File: src/rtl/reduce_stream_arbiter_pkg.sv
// Shared types and constants for the reduce stream arbiter: FSM encoding,
// token field positions and the ID FIFO entry layout.
package reduce_arb_pkg;

   localparam logic [0:0] ST_IDLE = 1'b0;
   localparam logic [0:0] ST_FWD  = 1'b1;

   typedef enum logic [0:0] {
      IDLE = ST_IDLE,
      FWD  = ST_FWD
   } arb_state_t;

   localparam int EOS_BIT = 16;
   localparam int LVL_HI  = 9;
   localparam int LVL_LO  = 8;

   localparam logic [1:0] LVL_STOP = 2'h0;
   localparam logic [1:0] LVL_DONE = 2'h1;

   // Requester index field; wide enough for up to 16 requesters.
   localparam int ID_W = 4;

   typedef struct packed {
      logic [ID_W-1:0] id;
      logic [1:0]      cnt;
   } id_entry_t;

   localparam int ENTRY_W = $bits(id_entry_t);

   // Number of results the reduce unit returns for an eos token; 0 marks an illegal level.
   function automatic logic [1:0] eos_result_cnt(input logic [1:0] lvl, input logic [7:0] stop);
      logic [1:0] cnt;
      case (lvl)
         LVL_STOP: cnt = (stop != 8'h00) ? 2'd2 : 2'd1;
         LVL_DONE: cnt = 2'd1;
         default:  cnt = 2'd0;
      endcase
      return cnt;
   endfunction

endpackage

File: src/rtl/reduce_stream_arbiter_id_fifo.sv
// Register-based FIFO holding {requester id, expected result count} for every
// segment forwarded to the reduce unit. Same-cycle push and pop are supported.
module reduce_arb_id_fifo
   import reduce_arb_pkg::*;
#(
   parameter int WIDTH = ENTRY_W,
   parameter int DEPTH = 8
) (
   input  logic             clk,
   input  logic             rst_n,
   input  logic             clk_en_i,
   input  logic             push_i,
   input  logic [WIDTH-1:0] push_data_i,
   input  logic             pop_i,
   output logic [WIDTH-1:0] pop_data_o,
   output logic             full_o,
   output logic             empty_o
);

   localparam int AW = $clog2(DEPTH);

   logic [WIDTH-1:0] mem_q [DEPTH];
   logic [AW-1:0]    wr_ptr_q;
   logic [AW-1:0]    rd_ptr_q;
   logic [AW:0]      count_q;
   logic             do_push_s;
   logic             do_pop_s;

   assign full_o     = (count_q == (AW+1)'(DEPTH));
   assign empty_o    = (count_q == (AW+1)'(0));
   assign pop_data_o = mem_q[rd_ptr_q];
   assign do_push_s  = clk_en_i & push_i & ~full_o;
   assign do_pop_s   = clk_en_i & pop_i & ~empty_o;

   // Storage, pointers and occupancy; pointers wrap naturally since DEPTH is a power of 2.
   always_ff @(posedge clk or negedge rst_n) begin
      if (!rst_n) begin
         for (int i = 0; i < DEPTH; i++) begin
            mem_q[i] <= '0;
         end
         wr_ptr_q <= '0;
         rd_ptr_q <= '0;
         count_q  <= '0;
      end else begin
         if (do_push_s) begin
            mem_q[wr_ptr_q] <= push_data_i;
            wr_ptr_q        <= wr_ptr_q + AW'(1);
         end
         if (do_pop_s) begin
            rd_ptr_q <= rd_ptr_q + AW'(1);
         end
         case ({do_push_s, do_pop_s})
            2'b10:   count_q <= count_q + (AW+1)'(1);
            2'b01:   count_q <= count_q - (AW+1)'(1);
            default: count_q <= count_q;
         endcase
      end
   end

endmodule

File: src/rtl/reduce_stream_arbiter.sv
// Round-robin arbiter sharing one reduce unit among NUM_REQ token streams, with
// result routing through an ID FIFO. Define REDUCE_ARB_PERF_EN for per-requester counters.
module reduce_stream_arbiter
   import reduce_arb_pkg::*;
#(
   parameter int NUM_REQ  = 4,
   parameter int DATA_W   = 17,
   parameter int ID_DEPTH = 8
) (
   input  logic                      clk,
   input  logic                      rst_n,
   input  logic                      clk_en,
   input  logic [NUM_REQ-1:0]        cfg_req_mask,
   input  logic [NUM_REQ*DATA_W-1:0] req_data,
   input  logic [NUM_REQ-1:0]        req_valid,
   output logic [NUM_REQ-1:0]        req_ready,
   output logic [DATA_W-1:0]         red_in_data,
   output logic                      red_in_valid,
   input  logic                      red_in_ready,
   input  logic [DATA_W-1:0]         red_out_data,
   input  logic                      red_out_valid,
   output logic                      red_out_ready,
   output logic [NUM_REQ*DATA_W-1:0] rsp_data,
   output logic [NUM_REQ-1:0]        rsp_valid,
   input  logic [NUM_REQ-1:0]        rsp_ready,
   output logic                      err_bad_token
`ifdef REDUCE_ARB_PERF_EN
   ,
   output logic [15:0]               perf_seg_cnt   [NUM_REQ],
   output logic [15:0]               perf_stall_cnt [NUM_REQ]
`endif
);

   arb_state_t        state_q, state_d;
   logic [ID_W-1:0]   grant_q, grant_d;
   logic [ID_W-1:0]   rr_q, rr_d;
   logic              err_q, err_d;
   logic [1:0]        ret_cnt_q, ret_cnt_d;

   logic [DATA_W-1:0] cur_data_s;
   logic              cur_valid_s;
   logic              cur_eos_s;
   logic [1:0]        cur_lvl_s;
   logic [7:0]        cur_stop_s;
   logic [1:0]        push_cnt_s;
   logic              fwd_s;
   logic              eos_ok_s;
   logic              in_hs_s;
   logic              push_s;
   logic              bad_s;
   logic              pop_s;
   logic              out_hs_s;
   logic              id_full_s;
   logic              id_empty_s;
   id_entry_t         push_entry_s;
   id_entry_t         head_s;
   logic [ENTRY_W-1:0] head_bits_s;
   logic [NUM_REQ-1:0] elig_s;
   logic [ID_W-1:0]   cand_s;
   logic              hit_s;
   logic              found_s;
   logic [ID_W-1:0]   sel_s;

   // Granted requester's packet, selected by one-hot masking so it stays purely combinational.
   always_comb begin
      cur_data_s = '0;
      for (int i = 0; i < NUM_REQ; i++) begin
         cur_data_s = cur_data_s | ({DATA_W{grant_q == ID_W'(i)}} & req_data[i*DATA_W +: DATA_W]);
      end
   end

   assign cur_valid_s = |(req_valid & (NUM_REQ'(1) << grant_q));
   assign cur_eos_s   = cur_data_s[DATA_W-1];
   assign cur_lvl_s   = cur_data_s[LVL_HI:LVL_LO];
   assign cur_stop_s  = cur_data_s[7:0];
   assign push_cnt_s  = eos_result_cnt(cur_lvl_s, cur_stop_s);

   // Handshakes are suppressed while clk_en is low so no transfer happens in a held cycle.
   assign fwd_s        = clk_en & (state_q == FWD);
   assign eos_ok_s     = ~cur_eos_s | ~id_full_s;
   assign red_in_data  = cur_data_s;
   assign red_in_valid = fwd_s & cur_valid_s & eos_ok_s;
   assign req_ready    = (fwd_s & red_in_ready & eos_ok_s) ? (NUM_REQ'(1) << grant_q) : '0;
   assign in_hs_s      = red_in_valid & red_in_ready;
   assign push_s       = in_hs_s & cur_eos_s & (push_cnt_s != 2'd0);
   assign bad_s        = in_hs_s & cur_eos_s & (push_cnt_s == 2'd0);

   assign push_entry_s.id  = grant_q;
   assign push_entry_s.cnt = push_cnt_s;

   assign head_s        = id_entry_t'(head_bits_s);
   assign rsp_data      = {NUM_REQ{red_out_data}};
   assign rsp_valid     = (clk_en & red_out_valid & ~id_empty_s) ? (NUM_REQ'(1) << head_s.id) : '0;
   assign red_out_ready = clk_en & ~id_empty_s & (|(rsp_ready & (NUM_REQ'(1) << head_s.id)));
   assign out_hs_s      = red_out_valid & red_out_ready;
   assign pop_s         = out_hs_s & ((ret_cnt_q + 2'd1) == head_s.cnt);
   assign err_bad_token = err_q;

   // Round-robin search from rr_q: first eligible requester wins.
   always_comb begin
      elig_s  = req_valid & cfg_req_mask;
      found_s = 1'b0;
      sel_s   = '0;
      cand_s  = '0;
      hit_s   = 1'b0;
      for (int k = 0; k < NUM_REQ; k++) begin
         cand_s  = ((int'(rr_q) + k) >= NUM_REQ) ? ID_W'(int'(rr_q) + k - NUM_REQ)
                                                 : ID_W'(int'(rr_q) + k);
         hit_s   = |(elig_s & (NUM_REQ'(1) << cand_s));
         sel_s   = (~found_s & hit_s) ? cand_s : sel_s;
         found_s = found_s | hit_s;
      end
   end

   // Segment FSM, sticky error and per-head result counter next-state.
   always_comb begin
      state_d   = state_q;
      grant_d   = grant_q;
      rr_d      = rr_q;
      err_d     = err_q | bad_s;
      ret_cnt_d = out_hs_s ? (pop_s ? 2'd0 : ret_cnt_q + 2'd1) : ret_cnt_q;
      case (state_q)
         IDLE: begin
            if (found_s) begin
               grant_d = sel_s;
               rr_d    = (int'(sel_s) == NUM_REQ - 1) ? '0 : sel_s + ID_W'(1);
               state_d = FWD;
            end else begin
               state_d = IDLE;
            end
         end
         FWD: begin
            if (in_hs_s & cur_eos_s) begin
               state_d = IDLE;
            end else begin
               state_d = FWD;
            end
         end
         default: state_d = IDLE;
      endcase
   end

   // Arbiter state registers; everything holds while clk_en is low.
   always_ff @(posedge clk or negedge rst_n) begin
      if (!rst_n) begin
         state_q   <= IDLE;
         grant_q   <= '0;
         rr_q      <= '0;
         err_q     <= 1'b0;
         ret_cnt_q <= 2'd0;
      end else if (clk_en) begin
         state_q   <= state_d;
         grant_q   <= grant_d;
         rr_q      <= rr_d;
         err_q     <= err_d;
         ret_cnt_q <= ret_cnt_d;
      end else begin
         state_q   <= state_q;
      end
   end

   reduce_arb_id_fifo #(
      .WIDTH (ENTRY_W),
      .DEPTH (ID_DEPTH)
   ) u_id_fifo (
      .clk         (clk),
      .rst_n       (rst_n),
      .clk_en_i    (clk_en),
      .push_i      (push_s),
      .push_data_i (push_entry_s),
      .pop_i       (pop_s),
      .pop_data_o  (head_bits_s),
      .full_o      (id_full_s),
      .empty_o     (id_empty_s)
   );

`ifdef REDUCE_ARB_PERF_EN
   logic [15:0] seg_cnt_q   [NUM_REQ];
   logic [15:0] stall_cnt_q [NUM_REQ];

   // Saturating per-requester segment and stall counters.
   always_ff @(posedge clk or negedge rst_n) begin
      if (!rst_n) begin
         for (int i = 0; i < NUM_REQ; i++) begin
            seg_cnt_q[i]   <= 16'h0000;
            stall_cnt_q[i] <= 16'h0000;
         end
      end else if (clk_en) begin
         for (int i = 0; i < NUM_REQ; i++) begin
            if (in_hs_s && cur_eos_s && (grant_q == ID_W'(i)) && (seg_cnt_q[i] != 16'hFFFF)) begin
               seg_cnt_q[i] <= seg_cnt_q[i] + 16'h0001;
            end
            if (fwd_s && (grant_q == ID_W'(i)) && req_valid[i] && !req_ready[i] &&
                (stall_cnt_q[i] != 16'hFFFF)) begin
               stall_cnt_q[i] <= stall_cnt_q[i] + 16'h0001;
            end
         end
      end else begin
         seg_cnt_q <= seg_cnt_q;
      end
   end

   assign perf_seg_cnt   = seg_cnt_q;
   assign perf_stall_cnt = stall_cnt_q;
`endif

endmodule

File: config.mk
export PLATFORM = sky130hd
export DESIGN_NAME = reduce_stream_arbiter
export DESIGN_NICKNAME = d
export VERILOG_FILES = /design/src/rtl/reduce_stream_arbiter_pkg.sv /design/src/rtl/reduce_stream_arbiter_id_fifo.sv /design/src/rtl/reduce_stream_arbiter.sv
export SDC_FILE = /design/constraint.sdc
export NUM_CORES = 1
export LEC_CHECK = 0
export BUFFER_PORTS_ARGS = -buffer_cell sky130_fd_sc_hd__buf_2
export CORE_UTILIZATION = 50
export DETAILED_ROUTE_END_ITERATION = 8
export PLACE_DENSITY = 0.84
export SLEW_MARGIN = 10
export SYNTH_ARGS = -nofsm -noshare
export SYNTH_HDL_FRONTEND = slang
export SYNTH_SLANG_ARGS = --single-unit
export TNS_END_PERCENT = 1
File: constraint.sdc
create_clock -name clk -period 5.1 [get_ports clk]
set_input_delay 0.51 -clock clk [delete_from_list [all_inputs] [get_ports clk]]
set_output_delay 0.51 -clock clk [all_outputs]
set_load 0.02 [all_outputs]
==> results.py, run 1 <==
metrics = {
    "run_status": {
        "run_status": "finished, final reports clean",
    },
    "placement": {
        "port-buffer-count": 112,
        "finalWeightedCongestion": 0.993,
        "placed_cells": 615,
        "dpl.hpwl_mm": 9.11,
        "dpl_cell_area_um2": 5220,
    },
    "clock_network": {
        "root_buffer": "sky130_fd_sc_hd__clkbuf_8",
        "tritoncts_clock_tree": "built",
        "cts_resized": 0,
        "insertion_delay_ns": 0.35,
        "clock_tree.buffer_depth": 2,
        "number_of_buffers_created_by_cts": 9,
        "clock_sinks": 70,
        "cts_setup_buffers": 0,
        "cts_max_level": 3,
        "clk_pin_slew_worst_paths_ns": 0.07,
        "holdBufCountCts": 0,
    },
    "worst_setup_path": {
        "worstSetupStartpointType": "register",
        "crit_chain": "buf_4, mux2_1, mux4_2, mux4_2, or4b_1, nor2_4, ha_1, ha_1, a21o_1, a21oi_1, xnor2_1, nor2_1, xor2_1",
        "max_stage_delay_ns": 0.60,
        "critPathTopFamily": "multiplexers",
        "path_max_fanout": 12,
        "worst-endpoint-arrival_ns": 4.08,
        "timing.critical_path.required_ns": 5.34,
        "end_kind": "register",
        "worst-path-buf-inv": 1,
        "crit_path_top_delay_cell": "sky130_fd_sc_hd__or4b_1",
        "criticalPathCategory": "register to register",
    },
    "grt": {
        "grt_antenna_before_repair": 0,
        "first_global_vias": 3768,
        "grtUsageTotal_pct": 23.8,
        "grt_overflow_total": 0,
        "grt_pass1_wl_mm": 18.9,
        "grt_max_degree": 71,
    },
    "synth": {
        "syn_avg_cell_area_um2": 11.2,
        "compound_gate_portion_of_the_synthesized_area_pct": 6.28,
        "synth.lib_cells_used.distinct": 63,
        "synthesis.yosys.warnings": 0,
        "synth_top_cell_area_share_pct": 34.6,
        "post_synth_main_area_contributors": "sky130_fd_sc_hd__dfrtp_1 35%, sky130_fd_sc_hd__mux4_2 12%, sky130_fd_sc_hd__buf_4 10%",
        "syn_nets": 573,
        "synth_top_cell_by_area": "sky130_fd_sc_hd__dfrtp_1",
        "postSynthCellCount": 452,
        "dominant_combinational_cell_family_by_area_after_synthesis": "multiplexers",
        "synth_most_common_cell": "sky130_fd_sc_hd__dfrtp_1",
        "synth_async_reset_ratio_pct": 100,
        "ys_seq_area_share_pct": 34.6,
        "number_of_enable_flip_flop_cells_after_synthesis": 0,
        "post_synth_and_or_nand_nor_area_fraction_pct": 15.0,
        "mappedNetlistArea_um2": 5060,
        "yosys.area_share.xor_xnor_pct": 2.25,
        "ys_seq_elements": 70,
        "synth_flop_type": "sky130_fd_sc_hd__dfrtp_1",
        "synth_mux_area_share_pct": 24.0,
        "ys_top_cells_by_count": "70 x sky130_fd_sc_hd__dfrtp_1, 69 x sky130_fd_sc_hd__buf_4, 32 x sky130_fd_sc_hd__mux2_2",
        "yosys.area_share.adder_pct": 4.84,
    },
    "timing": {
        "final_hold_fails": 0,
        "post-route-period-util_pct": 75.3,
        "worst_hold_slack_ns": 0.340,
        "grt_setup_unrepaired": "no",
        "final_sum_of_negative_setup_slack_ns": 0,
        "final.min_clock_period_ns": 3.84,
        "drv_slew": 0,
        "max-slew-margin-rel_pct": 37.1,
        "timing.final.setup_violations": 0,
        "fmax_ghz": 0.260,
        "tightestPinTransition_ns": 0.940,
        "fin_skew_ns": 0.0101,
    },
    "final_layout": {
        "ratio_of_cells_with_drive_above_1_in_the_final_layout_pct": 40.8,
        "num-nets-final": 614,
        "final_design_area_no_fill_um2": 5380,
        "area_growth_syn_to_layout_pct": 6.30,
        "layoutNonFillerInstCount": 628,
        "antenna-diode-count": 0,
    },
    "pwr": {
        "power_switching_uw": 977,
        "p_leak_nw": 2.58,
        "cell_internal_pwr_mw": 1.42,
        "max-vdd-ir-drop_mv": 0.218,
        "power.share.clock_pct": 15.9,
        "share_comb_of_total_power_pct": 52.0,
        "power_per_cell_area_nw_per_um2": 445,
        "power_switching_share_pct": 40.8,
        "power.sequential.fraction_pct": 32.1,
    },
    "floorplanning": {
        "die_span_in_x_um": 103,
        "floorplan.die_area_um2": 10500,
        "floorplan.initialDensity_pct": 51.8,
        "dieHeight_um": 103,
        "floorplan.io_pins": 198,
        "core-area_um2": 9770,
        "floorplan.rows": 36,
    },
    "route": {
        "drcViolationCount": 0,
        "drt_pre_antenna_iters": 4,
        "drt.antenna.violating_nets": 0,
        "first_iter_violations": 119,
        "via_per_inst": 5.70,
        "total_via_count_after_detailed_routing": 3581,
        "wirelength_mm": 11.5,
        "drt-wirelength-per-cell_um": 18.3,
    },
    "flow_run": {
        "max_cap_viol_count": 0,
    },
    "min_path": {
        "hold_path_class": "input pin to asynchronous set/reset pin",
    },
}
==> per-layer routing <==
layer | share of wire, % | vias to the layer above | global-route usage [%]
li1 | - | 1640 | -
met1 | 39 | 1764 | 27.4
met2 | 50 | 106 | 39.6
met3 | 5.8 | 71 | 5.69
met4 | 5.2 | 0 | 16.0
met5 | 0 | - | 0
==> stage by stage <==
step	power, mW	utilization (%)	worst slack (ns)
after floorplan	1.77	-	1.52
after global placement	1.95	53.4	1.35
after detailed placement	2.01	53.4	1.24
after CTS	2.40	55.1	1.24
after global routing	2.55	55.1	1.06
final	2.39	55.1	1.26
==> power groups by stage <==
stage | registers (mW) | logic, mW | clock network, mW
global placement | 0.767 | 1.18 | 0
floorplan | 0.710 | 1.06 | 0
global route | 0.786 | 1.36 | 0.408
detailed placement | 0.776 | 1.24 | 0
CTS | 0.768 | 1.24 | 0.388
finish | 0.768 | 1.24 | 0.380
==> cells in the final DEF, fill, tap and decap left out, types with 2 or more instances in the layout <==
cell	Yosys	layout
sky130_fd_sc_hd__nor3_1	6	6
sky130_fd_sc_hd__a21oi_1	6	6
sky130_fd_sc_hd__mux4_1	2	2
sky130_fd_sc_hd__buf_2	2	112
sky130_fd_sc_hd__xor2_1	8	8
sky130_fd_sc_hd__dfrtp_1	70	70
sky130_fd_sc_hd__buf_4	69	4
sky130_fd_sc_hd__a211oi_1	3	3
sky130_fd_sc_hd__inv_1	16	16
sky130_fd_sc_hd__nor2_1	21	21
sky130_fd_sc_hd__nor4b_1	3	3
sky130_fd_sc_hd__nand3_1	4	4
sky130_fd_sc_hd__a31oi_1	2	2
sky130_fd_sc_hd__ha_1	18	18
sky130_fd_sc_hd__mux4_2	27	27
sky130_fd_sc_hd__o211a_1	2	2
sky130_fd_sc_hd__clkbuf_8	0	11
sky130_fd_sc_hd__clkinv_2	0	2
sky130_fd_sc_hd__o211ai_1	2	2
sky130_fd_sc_hd__xnor2_1	5	5
sky130_fd_sc_hd__nor3b_1	3	3
sky130_fd_sc_hd__nand3b_1	3	3
sky130_fd_sc_hd__nor4_1	3	3
sky130_fd_sc_hd__a22oi_1	2	2
sky130_fd_sc_hd__or4_1	2	2
sky130_fd_sc_hd__mux2_4	2	2
sky130_fd_sc_hd__nor2b_1	16	16
sky130_fd_sc_hd__o31a_1	2	2
sky130_fd_sc_hd__a21o_1	3	3
sky130_fd_sc_hd__a211o_1	2	2
sky130_fd_sc_hd__nand2b_1	6	6
sky130_fd_sc_hd__o22ai_1	2	2
sky130_fd_sc_hd__nand2_1	16	16
sky130_fd_sc_hd__mux2_1	8	8
sky130_fd_sc_hd__nor3b_2	4	4
sky130_fd_sc_hd__mux2i_1	5	5
sky130_fd_sc_hd__mux2_2	32	32
sky130_fd_sc_hd__o21ai_0	7	7
sky130_fd_sc_hd__and2_1	29	29
sky130_fd_sc_hd__a41oi_1	2	2
==> state kept, by name (all words and copies together), names as in the netlist, 2 cells and up <==
name and flops:
grant_q 4, rr_q 4, u_id_fifo.wr_ptr_q 3, u_id_fifo.rd_ptr_q 3, ret_cnt_q 2, u_id_fifo.mem_q 48, u_id_fifo.count_q 4
==> kinds of logic after synthesis <==
logic type | Yosys count
flops | 70
compound gates | 44
fa+ha+maj | 19
mux | 77
simple gates | 127
xor+xnor | 13
buf+inv | 102
==> final cells by class <==
class,count,area [um2]
well taps,133,166
inverters,16,60.1
clock inverters,2,10.0
fillers,847,4390
clock buffers,11,151
flip-flops and latches,70,1750
multi-input cells,280,2650
repair buffers,116,591
==> worst paths after layout <==
check / start / endpoint / slack (ns) / cells after the start
setup / recovery: u_id_fifo.rd_ptr_q[0]$_DFFE_PN0P_ / u_id_fifo.count_q[3]$_DFFE_PN0P_ / 1.26 / 13
hold / removal: rst_n / u_id_fifo.mem_q[32]$_DFFE_PN0P_ / 0.34 / 2
setup reg to reg: u_id_fifo.rd_ptr_q[0]$_DFFE_PN0P_ / u_id_fifo.count_q[3]$_DFFE_PN0P_ / 1.26 / 13
hold reg to reg: u_id_fifo.mem_q[16]$_DFFE_PN0P_ / u_id_fifo.mem_q[16]$_DFFE_PN0P_ / 0.49 / 1
max in group asynchronous: rst_n / u_id_fifo.count_q[2]$_DFFE_PN0P_ / 4.20 / 2
min in group clk: u_id_fifo.mem_q[16]$_DFFE_PN0P_ / u_id_fifo.mem_q[16]$_DFFE_PN0P_ / 0.49 / 1
Note: power is estimated with default switching activity, not from simulation.
==> run 2: changes to the inputs <==
--- a/config.mk
+++ b/config.mk
@@ -5,8 +5,9 @@
 export SDC_FILE = /design/constraint.sdc
 export NUM_CORES = 1
 export LEC_CHECK = 0
+export ABC_AREA = 1
 export BUFFER_PORTS_ARGS = -buffer_cell sky130_fd_sc_hd__buf_2
-export CORE_UTILIZATION = 50
+export CORE_UTILIZATION = 51
 export DETAILED_ROUTE_END_ITERATION = 8
 export PLACE_DENSITY = 0.84
 export SLEW_MARGIN = 10
==> constraint.sdc (replaced) <==
create_clock -name clk -period 4 [get_ports clk]
set_input_delay 0.4 -clock clk [delete_from_list [all_inputs] [get_ports clk]]
set_output_delay 0.4 -clock clk [all_outputs]
set_load 0.02 [all_outputs]
==> run 2 against run 1 <==
  * Area after synthesis increased by 9.2%
  * Clock power up 45%
  * Critical endpoint unchanged
  * Critical path depth grew 7
  * Combinational power fell by 44%
  * First-iteration DRC count up 140%
==> results.py, run 2 <==
metrics = {
    "worst_setup_path": {
        "reg2reg_slack_ns": 0.49,
        "path_max_fanout": 17,
        "startpoint": "grant_q[0]$_DFFE_PN0P_",
        "max_stage_delay_ns": 0.60,
        "rr_startpoint": "grant_q[0]$_DFFE_PN0P_",
        "crit-reg2reg-capture": "u_id_fifo.count_q[3]$_DFFE_PN0P_",
        "crit_chain": "nand2_1, inv_2, nand2_2, inv_2, nand2_1, o21ai_1, nor2_2, nor2_2, nand3_2, nor2_8, inv_4, ha_1, ha_1, nand2_1, nor2_1, a211oi_1, nor2_1, nor2_1, nand2_1, xor2_1",
        "worst-path-buf-inv": 3,
        "critPathTopFamily": "simple AND/OR/NAND/NOR gates",
        "r2r.worst_path.cells": 20,
        "crit_path_top_delay_cell": "sky130_fd_sc_hd__dfrtp_1",
        "cp_common_cell": "sky130_fd_sc_hd__nand2_1",
        "worstSetupPathDepth": 20,
        "worstSetupStartpointType": "register",
        "criticalPathCategory": "register to register",
        "timing.critical_path.required_ns": 4.24,
        "end_kind": "register",
        "worst-endpoint-arrival_ns": 3.75,
    },
    "timing": {
        "timing.final.setup_violations": 0,
        "drv_slew": 0,
        "final_critical_path_setup_slack_ns": 0.495,
        "post-route-period-util_pct": 87.6,
        "grt_setup_unrepaired": "no",
        "final_hold_fails": 0,
        "final.min_clock_period_ns": 3.51,
        "final_sum_of_negative_setup_slack_ns": 0,
        "max-slew-margin-rel_pct": 54.3,
        "fmax_ghz": 0.285,
        "tightestPinTransition_ns": 0.679,
        "fin_skew_ns": 0.00907,
    },
    "pwr": {
        "cell_internal_pwr_mw": 1.21,
        "power_switching_share_pct": 40.2,
        "p_leak_nw": 3.50,
        "share_comb_of_total_power_pct": 34.2,
        "max-vdd-ir-drop_mv": 0.376,
        "power_switching_uw": 812,
        "power.share.clock_pct": 27.2,
        "power.sequential.fraction_pct": 38.6,
        "power_per_cell_area_nw_per_um2": 346,
    },
    "final_layout": {
        "ratio_of_cells_with_drive_above_1_in_the_final_layout_pct": 20.3,
        "commonest_non_fill_non_tap_cell_in_the_layout": "sky130_fd_sc_hd__nand2_1",
        "seq_area_um2": 1750,
        "largest_register_ffs": 48,
        "multi_input_area_um2": 2710,
        "area_growth_syn_to_layout_pct": 5.59,
        "num-fill-cells": 1007,
        "antenna-diode-count": 0,
        "most_flop_heavy_register": "u_id_fifo.mem_q",
        "num-nets-final": 990,
        "mostFrequentLayoutCells": "347 x sky130_fd_sc_hd__nand2_1, 112 x sky130_fd_sc_hd__buf_2, 105 x sky130_fd_sc_hd__inv_1",
    },
    "synth": {
        "ys_seq_area_share_pct": 31.7,
        "synth_top_cell_by_area": "sky130_fd_sc_hd__dfrtp_1",
        "synth_flop_type": "sky130_fd_sc_hd__dfrtp_1",
        "syn_avg_cell_area_um2": 6.68,
        "mappedNetlistArea_um2": 5530,
        "ys_seq_elements": 70,
        "post_synth_main_area_contributors": "sky130_fd_sc_hd__dfrtp_1 32%, sky130_fd_sc_hd__nand2_1 24%, sky130_fd_sc_hd__buf_4 10%",
        "synth_top_cell_area_share_pct": 31.7,
        "ys_top_cells_by_count": "347 x sky130_fd_sc_hd__nand2_1, 105 x sky130_fd_sc_hd__inv_1, 74 x sky130_fd_sc_hd__buf_4",
        "number_of_enable_flip_flop_cells_after_synthesis": 0,
        "synth.lib_cells_used.distinct": 39,
        "postSynthCellCount": 828,
        "synth_async_reset_ratio_pct": 100,
        "syn_nets": 949,
        "synthesis.yosys.warnings": 0,
        "synth_most_common_cell": "sky130_fd_sc_hd__nand2_1",
    },
    "clock_network": {
        "insertion_delay_ns": 0.35,
        "clk_pin_slew_worst_paths_ns": 0.08,
        "tritoncts_clock_tree": "built",
        "cts_max_level": 3,
        "number_of_buffers_created_by_cts": 9,
        "cts_resized": 0,
        "clock_tree.buffer_depth": 2,
        "root_buffer": "sky130_fd_sc_hd__clkbuf_8",
        "holdBufCountCts": 0,
        "cts_setup_buffers": 0,
        "clock_sinks": 70,
    },
    "route": {
        "wirelength_mm": 13.2,
        "first_iter_violations": 287,
        "drcViolationCount": 0,
        "via_per_inst": 4.97,
        "drt.antenna.violating_nets": 0,
        "drt-wirelength-per-cell_um": 13.1,
        "drt_pre_antenna_iters": 5,
        "total_via_count_after_detailed_routing": 5023,
    },
    "placement": {
        "port-buffer-count": 112,
        "worst_setup_slack_after_placement_ns": 0.553,
        "finalWeightedCongestion": 0.943,
        "dpl.hpwl_mm": 10.2,
    },
    "floorplanning": {
        "floorplan.rows": 37,
        "dieHeight_um": 106,
        "die_span_in_x_um": 106,
        "floorplan.die_area_um2": 11300,
        "core-area_um2": 10400,
        "floorplan.initialDensity_pct": 53.1,
        "floorplan.io_pins": 198,
    },
    "grt": {
        "grtUsageTotal_pct": 24.5,
        "grt_antenna_before_repair": 0,
        "met1_usage_grt_pct": 32.2,
        "first_global_vias": 4767,
        "grt_util_met2_pct": 39.2,
        "grt_most_used_layer": "met2",
        "met3_global_route_usage_pct": 4.72,
        "grt_max_degree": 50,
        "grt_pass1_wl_mm": 22.0,
        "grt_overflow_total": 0,
    },
    "run_status": {
        "run_status": "finished, final reports clean",
    },
    "min_path": {
        "hold_path_class": "input pin to asynchronous set/reset pin",
    },
    "flow_run": {
        "max_cap_viol_count": 0,
    },
}
[run 2: cell type report]
| type | instances | area share, % |
|---|---|---|
| Clock buffer | 9 | 2.12 |
| Timing Repair Buffer | 115 | 9.99 |
| Sequential cell | 70 | 30.0 |
| Multi-Input combinational cell | 558 | 46.5 |
| Tap cell | 136 | 2.91 |
| Clock inverter | 7 | 1.07 |
| Inverter | 115 | 7.44 |
[run 2: kinds of logic (layout without fill, tap and decap cells)]
| family | count (synthesis) | count (layout) | synth area share, % |
|---|---|---|---|
| DFF | 70 | 70 | 31.7 |
| adders and majority gates | 19 | 19 | 4.44 |
| AOI/OAI and AO/OA | 29 | 29 | 3.19 |
| xor gates and xnor gates | 11 | 11 | 1.74 |
| and+or+nand+nor | 499 | 499 | 39.7 |
| buffers and inverters | 200 | 246 | 19.3 |
[run 2: worst max-delay path by stage]
stage	end	slack (ns)
after floorplan	u_id_fifo.count_q[3]$_DFFE_PN0P_	1.15
after global placement	u_id_fifo.count_q[3]$_DFFE_PN0P_	0.71
after detailed placement	u_id_fifo.count_q[3]$_DFFE_PN0P_	0.55
after CTS	u_id_fifo.count_q[3]$_DFFE_PN0P_	0.52
after global routing	u_id_fifo.count_q[3]$_DFFE_PN0P_	0.21
final	u_id_fifo.count_q[3]$_DFFE_PN0P_	0.49
[run 2: power groups by stage]
| stage | sequential, mW | combinational [mW] | clock, mW |
|---|---|---|---|
| after CTS | 0.780 | 0.690 | 0.558 |
| final | 0.779 | 0.690 | 0.550 |
| after floorplan | 0.781 | 0.609 | 0 |
| after global routing | 0.784 | 0.782 | 0.587 |
| after detailed placement | 0.792 | 0.691 | 0 |
| after global placement | 0.791 | 0.670 | 0 |
[run 2: metrics by stage]
step | hold WS, ns | total power [mW] | cell area [um2] | cells | util (%)
6_report | 0.0134 | 2.02 | 5840 | 1010 | 56.0
5_1_grt | 0.0412 | 2.15 | 5840 | 1010 | 56.0
4_1_cts | 0.0186 | 2.03 | 5840 | 1010 | 56.0
3_5_place_dp | 0.400 | 1.48 | 5650 | 994 | 54.3
3_3_place_gp | 0.392 | 1.46 | 5650 | 994 | 54.3
2_1_floorplan | 0.104 | 1.39 | 5530 | 828 | -
[run 2: routing by layer]
metal  vias to the layer above  wire length, um
met2                       142             6180
met3                        38              865
li1                       2546                -
met4                         0              331
met5                         -                0
met1                      2297             5850
